**config.mk**
```make
export PLATFORM = sky130hd
export DESIGN_NAME = slv_i2c_reg_fsm_flat
export DESIGN_NICKNAME = d
export VERILOG_FILES = /design/src/rtl/slv_i2c_reg_fsm_if.sv /design/src/rtl/slv_i2c_reg_fsm.sv /design/src/flat_wrapper.sv
export SDC_FILE = /design/constraint.sdc
export NUM_CORES = 1
export LEC_CHECK = 0
export ABC_AREA = 1
export BUFFER_PORTS_ARGS = -buffer_cell sky130_fd_sc_hd__buf_4
export CAP_MARGIN = 20
export CORE_ASPECT_RATIO = 2
export CORE_MARGIN = 2
export CORE_UTILIZATION = 35
export CTS_CLUSTER_DIAMETER = 120
export DETAILED_ROUTE_END_ITERATION = 10
export PLACE_DENSITY = 0.61
export SETUP_SLACK_MARGIN = 0.2
export SYNTH_ARGS = -nofsm -noshare
export SYNTH_HDL_FRONTEND = slang
export SYNTH_SLANG_ARGS = --single-unit
```
**constraint.sdc**
```tcl
create_clock -name CLK -period 2.8 [get_ports CLK]
set_input_delay 0 -clock CLK [delete_from_list [all_inputs] [get_ports CLK]]
set_output_delay 0 -clock CLK [all_outputs]
set_load 0.05 [all_outputs]
```
**src/rtl/slv_i2c_reg_fsm_if.sv**
```systemverilog
// Bus-side bundle of the I2C register slave: synchronised SCL/SDA levels and
// strobes in, open-drain SDA request and register-bank access out.
interface slv_i2c_reg_fsm_if #(
  parameter int DATA_SZ = 8,
  parameter int REG_NUM = 16
);
  localparam int PTR_SZ = (REG_NUM > 1) ? $clog2(REG_NUM) : 1;

  logic               I_SCL;
  logic               I_SDA;
  logic               I_RS_IO_SCL;
  logic               I_FL_IO_SCL;
  logic               I_RS_IO_SDA;
  logic               I_FL_IO_SDA;
  logic               I_MDL_LW_IO_SCL;
  logic [DATA_SZ-1:0] I_REG_RDATA;

  logic               O_SDA;
  logic               O_BUSY;
  logic               O_ADDR_MATCH;
  logic               O_RW;
  logic [PTR_SZ-1:0]  O_REG_ADDR;
  logic [DATA_SZ-1:0] O_REG_WDATA;
  logic               O_REG_WE;
  logic               O_ACK_MSTR;

  modport slave (
    input  I_SCL, I_SDA, I_RS_IO_SCL, I_FL_IO_SCL, I_RS_IO_SDA, I_FL_IO_SDA,
           I_MDL_LW_IO_SCL, I_REG_RDATA,
    output O_SDA, O_BUSY, O_ADDR_MATCH, O_RW, O_REG_ADDR, O_REG_WDATA,
           O_REG_WE, O_ACK_MSTR
  );

  modport master (
    output I_SCL, I_SDA, I_RS_IO_SCL, I_FL_IO_SCL, I_RS_IO_SDA, I_FL_IO_SDA,
           I_MDL_LW_IO_SCL, I_REG_RDATA,
    input  O_SDA, O_BUSY, O_ADDR_MATCH, O_RW, O_REG_ADDR, O_REG_WDATA,
           O_REG_WE, O_ACK_MSTR
  );
endinterface

```
**src/rtl/slv_i2c_reg_fsm.sv**
```systemverilog
// I2C slave controller: own-address filter, register-pointer byte, burst
// write/read with pointer auto-increment and wrap, NACK of bad pointers.
module slv_i2c_reg_fsm #(
  parameter int                 DATA_SZ  = 8,
  parameter logic [DATA_SZ-2:0] ADDR_SLV = 7'h50,
  parameter int                 REG_NUM  = 16
) (
  input  logic              CLK,
  input  logic              RST_n,
  slv_i2c_reg_fsm_if.slave  bus
);
  localparam int PTR_SZ = (REG_NUM > 1) ? $clog2(REG_NUM) : 1;
  localparam int CNT_SZ = $clog2(DATA_SZ + 1);
  localparam logic [CNT_SZ-1:0] BITS     = CNT_SZ'(DATA_SZ);
  localparam logic [PTR_SZ-1:0] PTR_LAST = PTR_SZ'(REG_NUM - 1);

  typedef enum logic [3:0] {
    S_IDLE, S_COMM, S_ACK_COMM, S_IGNORE, S_PTR, S_ACK_PTR,
    S_RX, S_ACK_RX, S_TX, S_MSTR_ACK
  } state_e;

  state_e             state_q;
  logic [CNT_SZ-1:0]  cnt_q;
  logic [DATA_SZ-1:0] shift_q;
  logic               byte_done_q;
  logic               inc_pend_q;
  logic               sda_q;
  logic               busy_q;
  logic               match_q;
  logic               rw_q;
  logic [PTR_SZ-1:0]  ptr_q;
  logic [DATA_SZ-1:0] wdata_q;
  logic               we_q;
  logic               ack_mstr_q;

  logic               start_det;
  logic               stop_det;
  logic               scl_rise;
  logic               mid_low;
  logic [DATA_SZ-1:0] rx_byte;
  logic               addr_hit;
  logic               ptr_ok;
  logic [PTR_SZ-1:0]  ptr_next;

  assign start_det = bus.I_FL_IO_SDA & bus.I_SCL;
  assign stop_det  = bus.I_RS_IO_SDA & bus.I_SCL;
  assign scl_rise  = bus.I_RS_IO_SCL;
  assign mid_low   = bus.I_MDL_LW_IO_SCL;
  assign rx_byte   = {shift_q[DATA_SZ-2:0], bus.I_SDA};
  assign addr_hit  = (rx_byte[DATA_SZ-1:1] == ADDR_SLV);
  assign ptr_ok    = (32'(rx_byte) < 32'(REG_NUM));
  assign ptr_next  = (ptr_q == PTR_LAST) ? '0 : ptr_q + 1'b1;

  // Byte-receiving states hand over to their own ACK state.
  function automatic state_e ack_state(input state_e s);
    case (s)
      S_COMM:  return S_ACK_COMM;
      S_PTR:   return S_ACK_PTR;
      default: return S_ACK_RX;
    endcase
  endfunction

  // NOTE: sequential state uses non-blocking assignments only, so every read
  // below sees the value from before this clock edge regardless of order.
  always_ff @(posedge CLK or negedge RST_n) begin
    if (!RST_n) begin
      state_q     <= S_IDLE;
      cnt_q       <= '0;
      shift_q     <= '0;
      byte_done_q <= 1'b0;
      inc_pend_q  <= 1'b0;
      sda_q       <= 1'b1;
      busy_q      <= 1'b0;
      match_q     <= 1'b0;
      rw_q        <= 1'b0;
      ptr_q       <= '0;
      wdata_q     <= '0;
      we_q        <= 1'b0;
      ack_mstr_q  <= 1'b0;
    end else begin
      we_q <= 1'b0;
      if (inc_pend_q) begin
        inc_pend_q <= 1'b0;
        ptr_q      <= ptr_next;
      end

      if (start_det) begin
        state_q     <= S_COMM;
        busy_q      <= 1'b1;
        match_q     <= 1'b0;
        cnt_q       <= BITS;
        sda_q       <= 1'b1;
        byte_done_q <= 1'b0;
      end else if (stop_det && state_q != S_IDLE) begin
        state_q     <= S_IDLE;
        busy_q      <= 1'b0;
        match_q     <= 1'b0;
        sda_q       <= 1'b1;
        byte_done_q <= 1'b0;
      end else begin
        case (state_q)
          S_COMM, S_PTR, S_RX: begin
            if (scl_rise && !byte_done_q) begin
              shift_q <= rx_byte;
              cnt_q   <= cnt_q - 1'b1;
              if (cnt_q == CNT_SZ'(1)) begin
                byte_done_q <= 1'b1;
                if (state_q == S_COMM) begin
                  if (addr_hit) rw_q <= rx_byte[0];
                  else begin
                    state_q     <= S_IGNORE;
                    byte_done_q <= 1'b0;
                  end
                end else if (state_q == S_PTR) begin
                  if (ptr_ok) ptr_q <= rx_byte[PTR_SZ-1:0];
                  else begin
                    state_q     <= S_IGNORE;
                    byte_done_q <= 1'b0;
                  end
                end else begin
                  wdata_q    <= rx_byte;
                  we_q       <= 1'b1;
                  inc_pend_q <= 1'b1;
                end
              end
            end else if (mid_low && byte_done_q) begin
              sda_q       <= 1'b0;
              byte_done_q <= 1'b0;
              state_q     <= ack_state(state_q);
            end
          end
          S_ACK_COMM: begin
            if (mid_low) begin
              match_q <= 1'b1;
              cnt_q   <= BITS;
              if (!rw_q) begin
                sda_q   <= 1'b1;
                state_q <= S_PTR;
              end else begin
                shift_q <= bus.I_REG_RDATA;
                sda_q   <= bus.I_REG_RDATA[DATA_SZ-1];
                state_q <= S_TX;
              end
            end
          end
          S_ACK_PTR, S_ACK_RX: begin
            if (mid_low) begin
              sda_q   <= 1'b1;
              cnt_q   <= BITS;
              state_q <= S_RX;
            end
          end
          S_TX: begin
            if (scl_rise) begin
              cnt_q <= cnt_q - 1'b1;
            end else if (mid_low) begin
              if (cnt_q == '0) begin
                sda_q       <= 1'b1;
                ptr_q       <= ptr_next;
                byte_done_q <= 1'b0;
                state_q     <= S_MSTR_ACK;
              end else begin
                // Rotating keeps the whole byte in place after DATA_SZ shifts.
                sda_q   <= shift_q[DATA_SZ-2];
                shift_q <= {shift_q[DATA_SZ-2:0], shift_q[DATA_SZ-1]};
              end
            end
          end
          S_MSTR_ACK: begin
            if (scl_rise) begin
              ack_mstr_q  <= bus.I_SDA;
              byte_done_q <= 1'b1;
            end else if (mid_low && byte_done_q) begin
              byte_done_q <= 1'b0;
              if (!ack_mstr_q) begin
                shift_q <= bus.I_REG_RDATA;
                sda_q   <= bus.I_REG_RDATA[DATA_SZ-1];
                cnt_q   <= BITS;
                state_q <= S_TX;
              end else begin
                sda_q   <= 1'b1;
                state_q <= S_IGNORE;
              end
            end
          end
          S_IDLE, S_IGNORE: ;
          default: state_q <= S_IDLE;
        endcase
      end
    end
  end

  assign bus.O_SDA        = sda_q;
  assign bus.O_BUSY       = busy_q;
  assign bus.O_ADDR_MATCH = match_q;
  assign bus.O_RW         = rw_q;
  assign bus.O_REG_ADDR   = ptr_q;
  assign bus.O_REG_WDATA  = wdata_q;
  assign bus.O_REG_WE     = we_q;
  assign bus.O_ACK_MSTR   = ack_mstr_q;
endmodule

```
**src/flat_wrapper.sv**
```systemverilog
// flat-port wrapper written by rule: the top's interface ports become plain ports
module slv_i2c_reg_fsm_flat 
#(
  parameter int                 DATA_SZ  = 8,
  parameter logic [DATA_SZ-2:0] ADDR_SLV = 7'h50,
  parameter int                 REG_NUM  = 16
)
  (CLK, RST_n, bus_I_SCL, bus_I_SDA, bus_I_RS_IO_SCL, bus_I_FL_IO_SCL, bus_I_RS_IO_SDA, bus_I_FL_IO_SDA, bus_I_MDL_LW_IO_SCL, bus_I_REG_RDATA, bus_O_SDA, bus_O_BUSY, bus_O_ADDR_MATCH, bus_O_RW, bus_O_REG_ADDR, bus_O_REG_WDATA, bus_O_REG_WE, bus_O_ACK_MSTR);
  slv_i2c_reg_fsm_if #(.DATA_SZ(DATA_SZ), .REG_NUM(REG_NUM)) bus_i ();
  input  logic CLK;
  input  logic RST_n;
  input wire logic [$bits(bus_i.I_SCL)-1:0] bus_I_SCL;
  input wire logic [$bits(bus_i.I_SDA)-1:0] bus_I_SDA;
  input wire logic [$bits(bus_i.I_RS_IO_SCL)-1:0] bus_I_RS_IO_SCL;
  input wire logic [$bits(bus_i.I_FL_IO_SCL)-1:0] bus_I_FL_IO_SCL;
  input wire logic [$bits(bus_i.I_RS_IO_SDA)-1:0] bus_I_RS_IO_SDA;
  input wire logic [$bits(bus_i.I_FL_IO_SDA)-1:0] bus_I_FL_IO_SDA;
  input wire logic [$bits(bus_i.I_MDL_LW_IO_SCL)-1:0] bus_I_MDL_LW_IO_SCL;
  input wire logic [$bits(bus_i.I_REG_RDATA)-1:0] bus_I_REG_RDATA;
  output wire logic [$bits(bus_i.O_SDA)-1:0] bus_O_SDA;
  output wire logic [$bits(bus_i.O_BUSY)-1:0] bus_O_BUSY;
  output wire logic [$bits(bus_i.O_ADDR_MATCH)-1:0] bus_O_ADDR_MATCH;
  output wire logic [$bits(bus_i.O_RW)-1:0] bus_O_RW;
  output wire logic [$bits(bus_i.O_REG_ADDR)-1:0] bus_O_REG_ADDR;
  output wire logic [$bits(bus_i.O_REG_WDATA)-1:0] bus_O_REG_WDATA;
  output wire logic [$bits(bus_i.O_REG_WE)-1:0] bus_O_REG_WE;
  output wire logic [$bits(bus_i.O_ACK_MSTR)-1:0] bus_O_ACK_MSTR;
  assign bus_i.I_SCL = bus_I_SCL;
  assign bus_i.I_SDA = bus_I_SDA;
  assign bus_i.I_RS_IO_SCL = bus_I_RS_IO_SCL;
  assign bus_i.I_FL_IO_SCL = bus_I_FL_IO_SCL;
  assign bus_i.I_RS_IO_SDA = bus_I_RS_IO_SDA;
  assign bus_i.I_FL_IO_SDA = bus_I_FL_IO_SDA;
  assign bus_i.I_MDL_LW_IO_SCL = bus_I_MDL_LW_IO_SCL;
  assign bus_i.I_REG_RDATA = bus_I_REG_RDATA;
  assign bus_O_SDA = bus_i.O_SDA;
  assign bus_O_BUSY = bus_i.O_BUSY;
  assign bus_O_ADDR_MATCH = bus_i.O_ADDR_MATCH;
  assign bus_O_RW = bus_i.O_RW;
  assign bus_O_REG_ADDR = bus_i.O_REG_ADDR;
  assign bus_O_REG_WDATA = bus_i.O_REG_WDATA;
  assign bus_O_REG_WE = bus_i.O_REG_WE;
  assign bus_O_ACK_MSTR = bus_i.O_ACK_MSTR;
  slv_i2c_reg_fsm #(.DATA_SZ(DATA_SZ), .ADDR_SLV(ADDR_SLV), .REG_NUM(REG_NUM)) u_core (.CLK(CLK), .RST_n(RST_n), .bus(bus_i));
endmodule
```
==> impl.org, run 1 <==
** Critical path
- The worst setup path is of the register to register kind.
- Cells traversed along the worst timing path :: nor2_2 > nand2_2 > nand2_4 > nand2_8 > inv_6 > o21ai_2 > nor3_4 > nand2_4 > nand2_1 > nand2_1
- The critical path crosses 10 cells after its start point.
- In this run the critical register-to-register path is launched from u_core.state_q[1].
- Measured in cells, the most critical reg-to-reg path has a length of 10.
- The critical path ends at u_core.shift_q[1].
- For the worst setup path, the data required time is 2.98 ns.
- Dominant delay contributor by cell family on the critical path :: simple AND/OR/NAND/NOR gates
- The worst setup path is launched from a register.
- Capturing element type of the critical path :: register
- At the worst endpoint, the arrival time is 2.16 ns.
- Along the worst path, the maximum fanout reaches 12.
- Slowest cell on crit path :: dfrtp_1
- The endpoint identified for the worst register-to-register timing path is u_core.shift_q[1].
- The most critical setup path has its startpoint at u_core.state_q[1].
- Critical Path Max Stage Delay :: 0.48 ns
- The setup check on the worst reg-to-reg path leaves a slack of 0.81 ns.
- Total buffers and inverters traversed by the critical path :: 1

** STA
- Setup violations remaining at the end of the flow were counted as 0.
- Setup repair after global routing left no endpoint under its margin.
- The total count of hold-check failures in the final report is 0.
- Clock skew on the completed layout was measured at 0.00354 ns.
- For this run, the top clock speed supported by timing is 503 MHz.
- Fin crit period :: 1.99 ns
- Worst slew margin relative to its limit :: 68.4%
- Count of final max-slew check failures :: 0
- Summed over all failing endpoints, the final setup total negative slack is 0 ns.
- For the pin with the worst max-slew slack, the measured transition is 0.470 ns.
- The final critical path takes up 70.9% of the cycle.

** Placed design
- Port Buf Inserts :: 33
- Placer's final routability congestion estimate :: 0.914
- The HPWL after detailed placement is 5.62 mm.

** Floorplanning
- 35 I/O pins were placed.
- Number of placement rows :: 44
- The total area inside the core boundary comes to 0.00721 sq mm.
- Height of the die :: 126 microns
- The die covers 0.00816 sq mm.
- For this configuration, the core starts out at a cell density of 36.0%.
- Measured along the x axis, the die boundary spans 64.9 microns.

** Pwr
- In this run the power density over the cells is 1240 mW/mm^2.
- In this run the static leakage power is 0.00163 uW.
- Final total power :: 3840 uW
- Maximum vdd ir drop :: 0.563 mV

** Synth
- Counting flops and latches in the post-synthesis netlist gives 35.
- The largest total area in the synthesized netlist belongs to dfrtp_1.
- A synthesized cell averages 6.99 sq um.
- For this run, the number of Yosys warnings is 0.
- Cells taking the most area after synthesis :: dfrtp_1 (33%), nand2_1 (17%), nand3_1 (6.8%)
- In this run the biggest area consumer among cell types represents 32.8% of the synthesized area.
- After synthesis, flip-flops and latches occupy 33.8% of the total area.
- Distinct cell type count after synthesis :: 33
- Post-synthesis instance area :: 0.00259 sq mm
- The number of nets handed over by synthesis was 392.
- Number of cells produced by synthesis :: 371

** Global routing
- The first global-routing pass estimated 11.9 mm of wire.
- Number of antenna violations at the first check in global routing :: 0
- After global routing the overflow that remains totals 0.
- Global router's overall resource usage :: 19.2%
- Entering global routing, the biggest net connects 36 pins.
- The number of global-route vias before repair was 2550.

** Layout
- Proportion of layout cells with a drive suffix above 1 :: 23.2%
- 0 antenna diodes ended up in the layout.
- After the last flow step, the layout net total stands at 430.
- Compared with the post-synthesis result, the final layout area differs by 19.6%.
- The layout has 782 filler cells.

** CTS
- After clock tree synthesis, the clock-pin slew on the worst setup and hold paths is 0.06 ns.
- TritonCTS built the clock tree.
- CTS sink count :: 35
- The number of setup buffers added after CTS is 0.
- Latest clock arrival within the worst-skew pair :: 0.29 ns
- The H-tree was split into 2 levels.
- TritonCTS buffer count :: 5
- No sink is reached through more buffers than the 2 on the longest clock path.
- The tree is rooted in a clkbuf_16.

** Routing
- The final layout contains routed wiring with a total length of 7.12 mm.
- In the final routed layout, each cell accounts on average for 14.2 microns.
- Total DRC errors in the routed layout :: 0
- Summed over all nets, wire length on met3 after detailed routing comes to 210 microns.
- Summed over all nets, wire length on met2 after detailed routing comes to 4.12 mm.
- Number of vias per cell after detailed routing :: 4.92
- The first routing iteration left 135 violations.
- For this run, the detailed router's first-pass iteration total came to 4.
- The count of nets left with antenna violations once routing finished came out at 0.
- Highest Signal Layer :: met4
- Metal-1 WL :: 2.41 mm
- Total via count after detailed routing :: 2468

** Min path
- The tightest min-delay check is of the primary input to register type.
- The worst hold path begins at bus_I_REG_RDATA[0].

** Run status
- The run finished with clean final reports.

** Flow run
- The tool flagged a number of max-cap violations equal to 0.
[area by class of cell]
class                   instances  area, sq um  share of cell area [%]
multi-input cells             287         1510                    48.5
flip-flops and latches         35          877                    28.3
repair buffers                 34          258                    8.31
inverters                      46          178                    5.73
clock buffers                   5          125                    4.03
well taps                      92          115                    3.71
clock inverters                 3         43.8                    1.41
[routing by layer]
layer,global-route usage [%],up-vias
li1,-,1260
met1,18.2,1132
met2,36.4,51
met3,2.77,25
met4,12.6,0
met5,0,-
[state kept, by name, summed over array words and instances, names as in the netlist, 4 cells and up]
name,flops
u_core.shift_q,8
u_core.state_q,4
u_core.bus.O_REG_WDATA,8
u_core.cnt_q,4
u_core.bus.O_REG_ADDR,4
[cells in the final DEF (no fill, tap or decap), drive strengths merged, types with 2 or more instances in the layout]
cell type / n
xnor2: 2
dfrtp: 34
inv: 46
nor3: 3
clkbuf: 5
o21ai: 35
nor2: 48
clkinv: 2
a21oi: 8
o211ai: 2
or2: 2
ha: 4
buf: 33
nand4: 5
nand3: 41
nand2: 134
[worst min-delay path: stages]
cell     delay [ns]
buf_4          0.09
a21oi_1        0.07
o21ai_2        0.12
[through the flow]
step | utilization (%) | setup slack, ns | cell area (sq um) | hold slack [ns] | instances
after CTS | 43.0 | 0.827 | 3100 | 0.0143 | 502
after global placement | 40.5 | 0.860 | 2920 | -0.00784 | 493
after floorplan | - | 1.04 | 2590 | -0.296 | 371
final | 43.0 | 0.814 | 3100 | 0.0196 | 502
after detailed placement | 40.5 | 0.840 | 2920 | -0.00675 | 493
after global routing | 43.0 | 0.657 | 3100 | 0.0159 | 502
[worst min path at each step]
stage	end	cells past startpoint	slack (ns)
after detailed placement	u_core.state_q[3]	1	-0.007
after CTS	u_core.shift_q[0]	3	0.01
final	u_core.shift_q[0]	3	0.02
after global placement	u_core.state_q[3]	1	-0.008
after global routing	u_core.shift_q[0]	3	0.02
after floorplan	u_core.bus.O_ACK_MSTR	0	-0.30
[synthesized netlist by cell type]
| master | count |
|---|---|
| nand2_1 | 118 |
| inv_1 | 40 |
| nor2_1 | 37 |
| nand3_1 | 35 |
| dfrtp_1 | 34 |
| o21ai_0 | 22 |
| o21ai_2 | 11 |
| nand2_2 | 9 |
| a21oi_1 | 8 |
| nand2_4 | 6 |
| inv_2 | 5 |
| nand3_2 | 5 |
| nand4_1 | 5 |
| nor2_2 | 5 |
| nor2_4 | 5 |
| ha_1 | 4 |
| nor3_1 | 2 |
| o211ai_1 | 2 |
| o21ai_1 | 2 |
| or2_2 | 2 |
| xnor2_1 | 2 |
| buf_4 | 1 |
| buf_6 | 1 |
| buf_8 | 1 |
| dfstp_2 | 1 |
| inv_6 | 1 |
| nand2_8 | 1 |
| nand3_4 | 1 |
| nor2_8 | 1 |
| nor3_4 | 1 |
| nor4_1 | 1 |
| o22ai_1 | 1 |
| xor2_1 | 1 |
[power breakdown]
part	internal (uW)	total (uW)	switching (uW)	leakage (uW)
Combinational	719	2340	1620	0.00109
Clock	420	653	234	0.0000838
Sequential	688	849	161	0.000462
Total	1830	3840	2010	0.00163
[cells by family after synthesis]
| logic type | count (synthesis) | synth area share (%) |
|---|---|---|
| DFF | 35 | 33.8 |
| buffers and inverters | 49 | 8.15 |
| and+or+nand+nor | 234 | 44.4 |
| AOI/OAI and AO/OA | 46 | 10.7 |
| xor gates and xnor gates | 3 | 1.01 |
| adders and majority gates | 4 | 1.93 |
[repair_timing]
item / in CTS / in global routing
endpoints found under the hold margin: 34 / 0
hold buffers: 1 / 0
resized for setup: 0 / 0
Note: power is estimated with default switching activity, not from simulation.
==> inputs of run 2 (changes only) <==
- PLACE_DENSITY: 0.61 -> 0.63
- clock period: 2.8 -> 1.8 ns (I/O delays scaled with it)
==> run 2 against run 1 <==
Via count increased by 9.0%. Maximum frequency increased by 15%. Wire length increased by 14%. Sequential power increased by 59%. Register-to-register slack got worse by 0.73 ns. Cell count increased by 7.8%. Final area increased by 19%. Largest cell class unchanged. Largest power group unchanged. Highest routed layer unchanged.
==> impl.org, run 2 (synthesized netlist as in run 1, its figures left out) <==
** Run status
- The flow ran to the end, and the final reports show no timing, DRC or antenna violations.

** Global routing
- Vias in the first global route :: 2757
- Entering global routing, the biggest net connects 36 pins.
- Number of antenna violations at the first check in global routing :: 0
- The total overflow left after global routing is 0.
- Global router's overall resource usage :: 20.9%
- The first global-routing pass estimated 13.1 mm of wire.

** Pwr
- Cell internal power was estimated by the tool at 3450 uW.
- In this run switching power makes up 51.9% of total power.
- Fraction of power consumed by combinational cells :: 69.2%
- Static Leakage :: 0.00183 uW
- Sequential fraction of design power :: 18.8%
- Power density over the cells :: 1940 mW/mm^2
- Net switching component of the power :: 3720 uW
- The worst-case IR drop observed on VDD is 0.794 mV.
- The clock network is responsible for 12.0% of the overall power.

** STA
- Max Clk Rate :: 581 MHz
- The final max-slew violation count is 0.
- RSZ-0062 raised after global routing :: true
- In the final timing run, aggregate negative setup slack is 0 ns.
- Number of failing setup endpoints in the final timing report :: 0
- Number of endpoints with negative hold slack in the final report :: 0
- Final worst-path cycle share :: 95.5%
- Fin crit period :: 1.72 ns
- Headroom to the max-slew limit came out at 68.0%.
- Worst-margin pin slew :: 0.480 ns
- Worst-case hold slack :: 0.0192 ns
- The clock arrives with 0.00690 ns of skew.

** CTS
- Clock-pin slew was measured on the worst setup and hold paths at 0.06 ns.
- Counting every sink on the clock net gives 35.
- Clock tree buffer depth :: 2
- Buffers inserted during clock tree synthesis total 5.
- In this run the number of H-tree levels came out at 2.
- The tree is rooted in a clkbuf_16.
- TritonCTS built the clock tree.
- Latest clock arrival within the worst-skew pair :: 0.29 ns

** Layout
- The number of antenna diodes in the final layout is 0.
- Most common cell after layout, fill and taps aside :: nand2_1
- Final Cell Area :: 0.00370 sq mm
- Proportion of layout cells with a drive suffix above 1 :: 42.1%
- Across the whole layout, storage elements account for 885 sq um.
- Number of fill cells in the layout :: 741
- At the end of the flow, the number of nets in the layout was 469.
- The library cells used most frequently in the layout, excluding fill and tap cells, are nand2_1 (100), buf_4 (61), inv_1 (34), nand3_1 (29), dfrtp_1 (28).
- Area of the multi-input gates :: 0.00179 sq mm
- The area growth from synthesis to layout is 42.7%.

** Floorplanning
- After floorplanning, the core was divided into 44 placement rows.
- Total Die Area :: 0.00816 sq mm
- I/O pin cnt :: 35
- The initial utilization of the core area, before any placement, comes to 36.0%.
- In this run the vertical extent of the chip is 126 microns.
- Horiz. Die Dim :: 64.9 microns
- Core region area :: 0.00721 sq mm

** Critical path
- STA classifies the critical path startpoint as a register.
- Tracing the worst setup path back leads to its startpoint at u_core.state_q[3].
- Along the worst path, the maximum fanout reaches 6.
- For the worst flop-to-flop path, the logic depth is 10.
- Required time reported for the critical path endpoint :: 2.02 ns
- Endpoint of the worst setup timing path :: u_core.shift_q[3]
- STA classifies the critical path endpoint as a register.
- The worst register-to-register path begins at u_core.state_q[3].
- The endpoint identified for the worst register-to-register timing path is u_core.shift_q[3].
- Critical path class :: register to register
- STA puts the critical path data arrival time at 1.94 ns.
- In this run the register-to-register setup slack is 0.08 ns.

** Placed design
- Summed over all nets, the half-perimeter wirelength after detailed placement is 6.01 mm.
- Placer's final routability congestion estimate :: 0.939
- Post-detailed-placement cell area :: 0.00307 sq mm
- During placement, the flow inserted port buffers numbering 33.

** Routing
- The first detailed-routing pass took 4 iterations.
- Number of vias per cell after detailed routing :: 4.97
- Total via count after detailed routing :: 2689
- 1st-iter DRT viols :: 133
- Once detail routing completed, the nets flagged for antenna violations numbered 0.
- In the final routed layout, each cell accounts on average for 15.0 microns.
- Total DRC errors in the routed layout :: 0
- The final layout contains routed wiring with a total length of 8.10 mm.

** Min path
- The worst hold path belongs to the class primary input to register.

** Flow run
- The tool flagged a number of max-cap violations equal to 0.
-- run 2: power by group through the flow --
stage,logic (uW),registers [uW],clock network (uW)
6_report,4960,1350,859
5_1_grt,5380,1390,911
4_1_cts,4600,1330,869
3_5_place_dp,3920,1320,0
3_3_place_gp,3890,1300,0
2_1_floorplan,2430,1670,0
-- run 2: timing repair --
item                       CTS  global route
hold endpoints to repair    34             0
resized for setup           46            42
hold buffers                 1             0
gates cloned                 2             1
pin swaps                   17             7
buffers inserted            15             2
setup endpoints to repair   32            33
-- run 2: layout make-up --
class	instances	area share [%]
clock buffers	5	3.38
repair buffers	70	15.8
clock inverters	3	0.541
inverters	46	5.00
flip-flops and latches	35	23.9
multi-input cells	290	48.2
well taps	92	3.11
-- run 2: how the worst min path moves through the flow --
stage                       startpoint               endpoint  slack, ns  cells after the start
floorplan                        RST_n  u_core.bus.O_ACK_MSTR      -0.30                      0
global route        bus_I_REG_RDATA[0]      u_core.shift_q[0]       0.03                      3
CTS                 bus_I_REG_RDATA[0]      u_core.shift_q[0]       0.02                      3
detailed placement               RST_n      u_core.state_q[3]     -0.009                      1
finish              bus_I_REG_RDATA[0]      u_core.shift_q[0]       0.02                      3
global placement                 RST_n      u_core.state_q[2]      -0.01                      1
-- run 2: critical path, cell delays in order, from the launching register on --
cell     delay [ns]
dfrtp_2        0.46
buf_12         0.14
nand2_4        0.10
nor2_4         0.06
o21ai_1        0.14
nand2_2        0.12
nor3_4         0.23
buf_12         0.16
buf_8          0.11
nand3_1        0.06
nand2_1        0.07
-- run 2: layer usage --
layer | share of wire (%) | vias to the layer above | global-route usage [%]
met4 | 5.9 | 0 | 12.6
met2 | 59 | 67 | 40.6
met1 | 32 | 1249 | 19.2
met3 | 3.1 | 31 | 3.04
li1 | - | 1342 | -
met5 | 0 | - | 0
-- run 2: through the flow --
step | utilization [%] | std cells | total power, uW | setup slack [ns]
global route | 51.3 | 541 | 7680 | 0.0291
floorplan | - | 371 | 4100 | 0.183
CTS | 49.0 | 538 | 6800 | 0.120
global placement | 42.6 | 512 | 5190 | 0.0276
finish | 51.3 | 541 | 7170 | 0.0801
detailed placement | 42.6 | 512 | 5230 | 0.0254
